### config.mk
export PLATFORM = sky130hd
export DESIGN_NAME = seq_tracker
export DESIGN_NICKNAME = d
export VERILOG_FILES = /design/src/rtl/seq_tracker.sv
export SDC_FILE = /design/constraint.sdc
export NUM_CORES = 1
export LEC_CHECK = 0
export ABC_AREA = 1
export CORE_MARGIN = 2
export CORE_UTILIZATION = 41
export DETAILED_ROUTE_END_ITERATION = 16
export GPL_TIMING_DRIVEN = 0
export PLACE_DENSITY_LB_ADDON = 0.05
export SETUP_SLACK_MARGIN = 0.2
export SYNTH_ARGS = -nofsm -noshare
export SYNTH_HDL_FRONTEND = slang
export SYNTH_SLANG_ARGS = --single-unit
### constraint.sdc
create_clock -name clk -period 17.87 [get_ports clk]
set_clock_uncertainty 0.2 [all_clocks]
set_input_delay 3.574 -clock clk [delete_from_list [all_inputs] [get_ports clk]]
set_output_delay 3.574 -clock clk [all_outputs]
set_load 0.005 [all_outputs]
### src/rtl/seq_tracker.sv
// -----------------------------------------------------------------------------
// seq_tracker
//  Receive-side companion to the PWM pattern generator. It watches the 4-bit
//  pattern stream, one sample per generator step. From that stream it recovers
//  the generator's 16-state position and its count direction. It then locks
//  onto the stream, and it flags and counts pattern errors.
//
// Parameters
//  ERR_W    width of the saturating error counter
//  CONFIRM  number of consecutive correct predictions in VERIFY before locked
//           asserts (0 = lock as soon as the position is resolved)
//
// Ports
//  clk      in   rising-edge clock
//  rst      in   asynchronous, active-high reset
//  smp_vld  in   seq_in is valid this cycle
//  seq_in   in   observed 4-bit pattern value
//  idx      out  recovered state index (0 unless VERIFY/LOCKED)
//  dir_up   out  1 = counting up, 0 = down (0 unless VERIFY/LOCKED)
//  locked   out  high only in LOCKED
//  err      out  one-cycle pulse per erroneous sample
//  err_cnt  out  saturating error count
// -----------------------------------------------------------------------------
module seq_tracker #(
   parameter int ERR_W   = 8,
   parameter int CONFIRM = 2
) (
   input  logic             clk,
   input  logic             rst,
   input  logic             smp_vld,
   input  logic [3:0]       seq_in,
   output logic [3:0]       idx,
   output logic             dir_up,
   output logic             locked,
   output logic             err,
   output logic [ERR_W-1:0] err_cnt
);

   localparam int CW = (CONFIRM < 1) ? 1 : $clog2(CONFIRM + 1);

   typedef enum logic [1:0] {
      SEARCH  = 2'd0,
      ACQUIRE = 2'd1,
      VERIFY  = 2'd2,
      LOCKED  = 2'd3
   } state_t;

   // Generator pattern table
   function automatic logic [3:0] pat_of(input logic [3:0] i);
      logic [3:0] r;
      case (i)
         4'h0: r = 4'h0;  4'h1: r = 4'h7;  4'h2: r = 4'hc;  4'h3: r = 4'hb;
         4'h4: r = 4'hf;  4'h5: r = 4'h2;  4'h6: r = 4'h5;  4'h7: r = 4'h3;
         4'h8: r = 4'hd;  4'h9: r = 4'h8;  4'ha: r = 4'hb;  4'hb: r = 4'h8;
         4'hc: r = 4'ha;  4'hd: r = 4'h7;  4'he: r = 4'h4;  4'hf: r = 4'hd;
         default: r = 4'h0;
      endcase
      return r;
   endfunction

   // Set of indices that emit value v; empty for values the generator never emits
   function automatic logic [15:0] mask_of(input logic [3:0] v);
      logic [15:0] r;
      r = 16'h0000;
      for (int i = 0; i < 16; i++) begin
         if (pat_of(4'(i)) == v) begin
            r[i] = 1'b1;
         end else begin
            r[i] = 1'b0;
         end
      end
      return r;
   endfunction

   function automatic logic [4:0] popcnt(input logic [15:0] x);
      logic [4:0] r;
      r = 5'd0;
      for (int i = 0; i < 16; i++) begin
         r = r + {4'd0, x[i]};
      end
      return r;
   endfunction

   // Index of the (single) set bit
   function automatic logic [3:0] bit_idx(input logic [15:0] x);
      logic [3:0] r;
      r = 4'd0;
      for (int i = 0; i < 16; i++) begin
         if (x[i]) begin
            r = 4'(i);
         end else begin
            r = r;
         end
      end
      return r;
   endfunction

   state_t           state_q, state_d;
   logic [15:0]      cu_q, cu_d, cd_q, cd_d;
   logic [CW-1:0]    conf_q, conf_d;
   logic [3:0]       idx_q, idx_d;
   logic             dir_up_q, dir_up_d;
   logic             locked_q, locked_d;
   logic             err_q, err_d;
   logic [ERR_W-1:0] err_cnt_q, err_cnt_d;

   logic [15:0]      m_s, cu_adv_s, cd_adv_s;
   logic [5:0]       n_s;
   logic [3:0]       pred_s;
   logic [CW-1:0]    conf_inc_s;
   logic             reseed_s;

   // Next-state and output computation for one sample
   always_comb begin
      m_s        = mask_of(seq_in);
      // Up hypothesis advances index+1, down hypothesis index-1
      cu_adv_s   = {cu_q[14:0], cu_q[15]} & m_s;
      cd_adv_s   = {cd_q[0], cd_q[15:1]} & m_s;
      // An index surviving in both masks counts twice: direction unresolved
      n_s        = {1'b0, popcnt(cu_adv_s)} + {1'b0, popcnt(cd_adv_s)};
      pred_s     = dir_up_q ? (idx_q + 4'd1) : (idx_q - 4'd1);
      conf_inc_s = conf_q + CW'(1);
      reseed_s   = 1'b0;
      state_d    = state_q;
      cu_d       = cu_q;
      cd_d       = cd_q;
      conf_d     = conf_q;
      idx_d      = idx_q;
      dir_up_d   = dir_up_q;
      locked_d   = locked_q;
      err_d      = 1'b0;
      err_cnt_d  = err_cnt_q;
      if (smp_vld) begin
         case (state_q)
            SEARCH: begin
               reseed_s = 1'b1;
               err_d    = (m_s == 16'h0000);
            end
            ACQUIRE: begin
               cu_d = cu_adv_s;
               cd_d = cd_adv_s;
               if (n_s == 6'd0) begin
                  err_d    = 1'b1;
                  reseed_s = 1'b1;
               end else if (n_s == 6'd1) begin
                  idx_d    = bit_idx(cu_adv_s | cd_adv_s);
                  dir_up_d = |cu_adv_s;
                  conf_d   = CW'(0);
                  state_d  = (CONFIRM == 0) ? LOCKED : VERIFY;
                  locked_d = (CONFIRM == 0);
               end else begin
                  state_d = ACQUIRE;
               end
            end
            VERIFY, LOCKED: begin
               if (seq_in == pat_of(pred_s)) begin
                  idx_d = pred_s;
                  if (state_q == VERIFY) begin
                     conf_d = conf_inc_s;
                     if (conf_inc_s == CW'(CONFIRM)) begin
                        state_d  = LOCKED;
                        locked_d = 1'b1;
                     end else begin
                        state_d = VERIFY;
                     end
                  end else begin
                     state_d = LOCKED;
                  end
               end else begin
                  // Includes direction reversals; they are relearned via ACQUIRE
                  err_d    = 1'b1;
                  reseed_s = 1'b1;
               end
            end
            default: begin
               reseed_s = 1'b1;
            end
         endcase
         if (reseed_s) begin
            cu_d     = m_s;
            cd_d     = m_s;
            conf_d   = CW'(0);
            idx_d    = 4'd0;
            dir_up_d = 1'b0;
            locked_d = 1'b0;
            state_d  = (m_s == 16'h0000) ? SEARCH : ACQUIRE;
         end else begin
            reseed_s = 1'b0;
         end
         if (err_d && (err_cnt_q != {ERR_W{1'b1}})) begin
            err_cnt_d = err_cnt_q + ERR_W'(1);
         end else begin
            err_cnt_d = err_cnt_q;
         end
      end else begin
         err_d = 1'b0;
      end
   end

   // State and registered outputs
   always_ff @(posedge clk or posedge rst) begin
      if (rst) begin
         state_q   <= SEARCH;
         cu_q      <= 16'h0000;
         cd_q      <= 16'h0000;
         conf_q    <= CW'(0);
         idx_q     <= 4'd0;
         dir_up_q  <= 1'b0;
         locked_q  <= 1'b0;
         err_q     <= 1'b0;
         err_cnt_q <= {ERR_W{1'b0}};
      end else begin
         state_q   <= state_d;
         cu_q      <= cu_d;
         cd_q      <= cd_d;
         conf_q    <= conf_d;
         idx_q     <= idx_d;
         dir_up_q  <= dir_up_d;
         locked_q  <= locked_d;
         err_q     <= err_d;
         err_cnt_q <= err_cnt_d;
      end
   end

   assign idx     = idx_q;
   assign dir_up  = dir_up_q;
   assign locked  = locked_q;
   assign err     = err_q;
   assign err_cnt = err_cnt_q;

endmodule
== After elaboration in Yosys (flattened, before gate mapping) ==
Memories as Yosys holds them, arrays and structs flattened.
Cells that the tools add are included.
W data, S select, Z words.
Storage, ports and cells
  register bits: 51
  output and inout port bits: 15
  bits in read-only memories: 64
  memories kept: 1
  bits of input ports: 7
Memories
  (no name shown): words 16, width 4, rd ports 1, clocked after memory_dff 0, write ports 0, RTL line 51  | case (i)
Operators by class
  eq/ne operators: 24
  mux-type cells: 71
  reduce and logical (&&, ||, !) cells: 17
  add/subtract/negate cells: 35
  bitwise operators: 3
Operator list (count)
  $add A5 B1 Y5: 22
  $mux W4: 21
  $mux W16: 4
  $and A16 B16 Y16: 2
  $mux W1: 30
  $eq A4 B4 Y1 const A: 6
  $mux W2: 10
  $logic_not A16 Y1: 1
  $or A16 B16 Y16: 1
  $reduce_or A16 Y1: 1
  $ne A3 B3 Y1 const B: 5
  $eq A3 B4 Y1 const A: 3
  $add A4 B1 Y5: 2
  $add A3 B1 Y4: 2
  $add A8 B1 Y8 const B: 1
  $eq A2 B4 Y1 const A: 2
  $ne A8 B8 Y1 const B: 1
  $pmux W2 S2: 2
  $pmux W4 S2: 1
  $reduce_and A4 Y1: 2
  $reduce_and A7 Y1: 1
  $add A2 B1 Y3: 2
  $add A5 B5 Y6: 1
  $eq A2 B2 Y1 const B: 3
  other kinds (20): 24

== Logic depth before layout (Yosys ltp) ==
Gate-level depths: netlist of run 1.
  depth in word-level cells: 25
  depth in mapped cells: 31
  mapped depth without buffers: 30

== Worst setup path before layout of run 1 ==
Ideal clock, no wire load.
  path type: input to register
  from: in seq_in[1]
  to: reg err_cnt_q[3], in the netlist err_cnt[3]
  path slack: 8.339 ns
  cell stages on the path: 23
  path buffers: 1
  arrival time: 9.210 ns
  library setup time: 0.120 ns
  cells stage by stage: buf_2 > nand2_1 > nor3_1 > nand2_1 > fa_1 > inv_1 > fa_1 > fa_1 > fa_1 > fa_1 > fa_1 > ha_1 > fa_1 > a21oi_1 > nor3_1 > nor3b_1 > nand2_1 > nand2_1 > nand2_1 > nor2_8 > nand2_4 > o21ai_1 > nand2_1
On the way
  cells in the longest elaborated chain, start to end: 25
  elaborated cells on any way between the ends: 66
  classes of those cells: 31 x add/sub; 12 x eq/ne; 16 x mux; 2 x bitwise; 5 x reduce/logical
RTL lines
  start, declared: RTL line 31  | input logic [3:0] seq_in,
  $eq A3 B4 Y1 / $logic_not A4 Y1 (equally long branches): RTL line 66  | if (pat_of(4'(i)) == v) begin
  $mux W1: RTL line 66
  $and A16 B16 Y16 (on tied branches): RTL line 117, 118
  $add A1 B1 Y2: RTL line 79  | r = r + {4'd0, x[i]};
  $add A2 B1 Y3: RTL line 79
  $add A3 B1 Y4: RTL line 79
  $add A4 B1 Y5: RTL line 79
  $add A5 B1 Y5 (11 in series): RTL line 79
  $add A5 B5 Y6: RTL line 120  | n_s = {1'b0, popcnt(cu_adv_s)} + {1'b0, popcnt(cd_adv_s)};
  $logic_not A6 Y1: RTL line 142  | if (n_s == 6'd0) begin
  $mux W1: RTL line 142
  $pmux W1 S3 *: RTL line 134  | case (state_q)
  $mux W1 *: RTL line 133  | if (smp_vld) begin
  $logic_and A1 B1 Y1 *: RTL line 190  | if (err_d && (err_cnt_q != {ERR_W{1'b1}})) begin
  $reduce_and A2 Y1 (no source line) *
  end signal, assigned: RTL line 211  | err_cnt_q <= {ERR_W{1'b0}};
  end signal, assigned: RTL line 221  | err_cnt_q <= err_cnt_d;
  end, declared: RTL line 105  | logic [ERR_W-1:0] err_cnt_q, err_cnt_d;
Every way passes the cells marked *; elsewhere a longest branch is shown, timed or not. The select of a mux whose other input is x is not followed.
A chain may end at the register's enable or synchronous reset.

== Final worst setup path of run 1 ==
  from: in seq_in[0]
  to: reg conf_q[0]
On the way
  cells in the longest elaborated chain, start to end: 25
  elaborated cells on any way between the ends: 71
  classes of those cells: 31 x add/sub; 17 x eq/ne; 17 x mux; 2 x bitwise; 4 x reduce/logical
RTL lines
  $eq A3 B4 Y1 / $logic_not A4 Y1 (equally long branches): RTL line 66
  $mux W1: RTL line 66
  $and A16 B16 Y16 (on tied branches): RTL line 117, 118
  $add A1 B1 Y2: RTL line 79
  $add A2 B1 Y3: RTL line 79
  $add A3 B1 Y4: RTL line 79
  $add A4 B1 Y5: RTL line 79
  $add A5 B1 Y5 (11 in series): RTL line 79
  $add A5 B5 Y6: RTL line 120
  $logic_not A6 Y1: RTL line 142
  $mux W1: RTL line 142
  $pmux W1 S3: RTL line 134
  $mux W1: RTL line 133
  $ne A3 B3 Y1 (no source line) / $reduce_bool A3 Y1 (equally long branches)
  $reduce_and A6 Y1 (no source line)
  end signal, assigned: RTL line 216  | conf_q <= conf_d;
  end, declared: RTL line 100  | logic [CW-1:0] conf_q, conf_d;
Parallel ways exist; a longest one is shown, timed or not. The select of a mux whose other input is x is not followed.

==> results of run 1 <==
[cell type report]
| class | instances | area (um^2) |
|---|---|---|
| clock buffer | 5 | 68.82 |
| clock inverter | 2 | 13.76 |
| sequential | 51 | 1276 |
| tap | 133 | 166.4 |
| timing repair buffer | 20 | 210.2 |
| inverter | 91 | 341.6 |
| multi-input combinational | 392 | 2450 |
| buffer | 11 | 97.59 |
| fill | 1034 | 5195 |
[metrics by stage]
stage | worst slack [ns] | hold slack [ns]
finish | 7.072 | 0.2824
global route | 6.564 | 0.3253
CTS | 7.073 | 0.2877
detailed placement | 6.758 | 0.2660
global placement | 6.831 | 0.2570
floorplan | 8.339 | 0.2419
[routing by layer]
layer  vias to the layer above  global-route usage  wire, um
met3                        19             0.03057       603
met5                         -                   0         0
met4                         0             0.06000       250
li1                       1784                   -         -
met2                        93              0.3265      4849
met1                      1717              0.3073      5165
[cells by family (layout without fill, tap and decap cells)]
family                     count (synthesis)  count (layout)  share of synthesized area
buffers and inverters                    102             129                     0.1054
adders and majority gates                 42              42                     0.1712
xor gates and xnor gates                   7               7                    0.01472
and+or+nand+nor                          281             281                     0.3118
AOI/OAI and AO/OA                         62              62                    0.09041
DFF                                       51              51                     0.3064
[flip-flops by register name, summed over array words and instances, names as in the netlist]
| register | count |
|---|---|
| cd_q | 16 |
| conf_q | 2 |
| cu_q | 16 |
| dir_up | 1 |
| err | 1 |
| err_cnt | 8 |
| idx | 4 |
| locked | 1 |
| state_q | 2 |
[critical path, delay by kind of cell]
kind / cells / cell delay [ns]
buf+inv: 2 / 0.66
fa+ha+maj: 8 / 3.76
compound gates: 2 / 0.57
simple gates: 9 / 2.23
[worst min path at each step]
| stage | from | end | slack, ns | cells past startpoint |
|---|---|---|---|---|
| 6_report | locked | locked | 0.28 | 2 |
| 5_1_grt | locked | locked | 0.33 | 2 |
| 4_1_cts | conf_q[1] | conf_q[1] | 0.29 | 2 |
| 3_5_place_dp | conf_q[1] | conf_q[1] | 0.27 | 2 |
| 3_3_place_gp | conf_q[1] | conf_q[1] | 0.26 | 2 |
| 2_1_floorplan | conf_q[1] | conf_q[1] | 0.24 | 2 |
[synth_stat cells, types with 3 or more instances]
cell       n
dfrtp_1   51
buf_2      3
nand2_2   17
nand3_1   36
o21ai_0   15
nor2_1    61
ha_1      17
xnor2_1    5
nand2_1  126
o21ai_1    5
nand4_1   11
a21oi_1    7
nand2_4    6
buf_6      6
nor2_2     3
inv_2      3
a31oi_1   25
nor3_1     9
fa_1      25
a22oi_1    3
inv_1     88
[power breakdown]
part	leakage [uW]	switching, uW	internal (uW)
logic	0.00173	269	161
registers	0.000648	29.9	144
clock network	0.0000440	40.4	26.9
==> run summary, run 1 <==
TritonRoute pass-1 iters -> 5
CTS sink cnt -> 51
Worst Path Required -> 17.88 ns
Leak -> 0.002419 uW
Placed Cells incl. Taps -> 698
pwr dens -> 145.0 nW/um^2
I/O Pins -> 22
unrepaired setup endpoints after global routing -> no
r2r startpoint -> cu_q[4]
Post-Syn Area -> 4165 um^2
Post-DP Area -> 4542 um^2
crit start category -> primary input
distinct cell type count after synthesis -> 37
n_diodes -> 0
H-tree depth -> 2
cts hold-fix bufs -> 0
Peak VDD IR -> 0.08467 mV
Crit path largest cell delay -> 0.62 ns
CP Cell Sequence -> clkdlybuf4s50_1 -> nand2_1 -> nor3_1 -> nand2_1 -> fa_1 -> inv_1 -> fa_1 -> fa_1 -> fa_1 -> fa_1 -> fa_1 -> ha_1 -> fa_1 -> a21oi_1 -> nor3_1 -> nor3b_1 -> nand2_1 -> o211ai_1 -> nand2_1 -> nand2_1 -> nand2_1
Max Slew Vio Count -> 0
Setup crit end kind -> flip-flop
EDFF count, synth -> 0
outcome -> finished clean
most frequent CP cell -> fa_1
fin area -> 4624 um^2
Avg Inst Size Synth -> 7.643 um^2
die area -> 10,980 um^2
Hold Fails Final Rpt -> 0
Final Cycle Share -> 0.6043
CP max stage cell -> nor3_1
Design Power -> 670.5 uW
routed vias -> 3,613
Yosys reg bits -> 51
crit path DAT -> 10.81 ns
initial antenna violation count -> 0
postcts setup bufs -> 0
Wirelength per Cell -> 15.42 um
post-synth top area share -> 0.3064
Post-CTS Resized -> 0
largest area contributor in the synthesized netlist -> dfrtp_1
f_max -> 92.61 MHz
Area contributors post-synth -> dfrtp_1 (31%), fa_1 (12%), nand2_1 (11%)
Starting Density -> 0.4242
DP HPWL -> 8852 um
hold crit path type -> flip-flop to flip-flop
die height -> 104.8 um
Finish-stage setup viols -> 0
yosys warns -> 0
highest-count cells in the layout ignoring fill and taps -> nand2_1 (126), inv_1 (87), nor2_1 (61)
worst r2r dst -> conf_q[0]
Num CTS Buffers -> 5
FP Rows -> 36
ys async rst share -> 1.000
path depth of the worst reg2reg path -> 20
Synth Flop Type -> dfrtp_1
DRC violations left -> 0
Layout Cells excl Fill -> 705
Final min period -> 10.80 ns
number of DRC markers in iteration 0 -> 268
total congestion overflow -> 0
Mapped Nets -> 594
first-pass GRT wire length -> 18,310 um
Least-Margin Pin Slew -> 0.7821 ns
routability congestion estimate -> 0.9051
vias in the first global route -> 3,560
largest net degree at the start of global routing -> 33
share of cells above drive strength 1 -> 0.09965
Post-Syn Instances -> 545
Crit Path Class -> primary input to flip-flop
Layout area overhead -> 11.02%
worst-case clock buffer depth -> 2
utilization after layout -> 0.4709
Clock Pin Slew Worst Setup and Hold Paths -> 0.09 ns
number of port buffers -> 19
latest clock arrival within the worst-skew pair -> 0.31 ns
setup TNS -> 0 ns
most common cell after layout, fill and taps aside -> nand2_1
drt total wl -> 10,870 um
normalized max-slew margin -> 0.4746
GRT Resource Usage Total -> 0.2110
CP max FO -> 7
CP startpoint -> seq_in[0]
Root Buffer -> clkbuf_8
die span in x -> 104.8 um
register area share after synthesis -> 0.3064
R2R Setup Slk -> 11.24 ns
core area -> 9819 um^2
Antenna Nets Post-Route -> 0
Final nets -> 621
CP endpoint -> conf_q[0]
Vias/cell -> 5.125
CTS tree -> done
max_cap viols -> 0
Note: power is estimated with default switching activity, not from simulation.
==> inputs of run 2 (changes only) <==
- clock period: 17.87 -> 11.1 ns (I/O delays scaled with it)
==> results of run 2 <==
The final DEF is identical to that of run 1. Status: finished clean.
Main changes from that run: setup slack after placement 6.758 ns -> 1.342 ns; setup slack after layout 7.072 ns -> 1.656 ns; register-to-register setup slack 11.24 ns -> 4.47 ns; total power 670.5 uW -> 1079 uW; worst IR drop on VDD 0.08467 mV -> 0.1363 mV
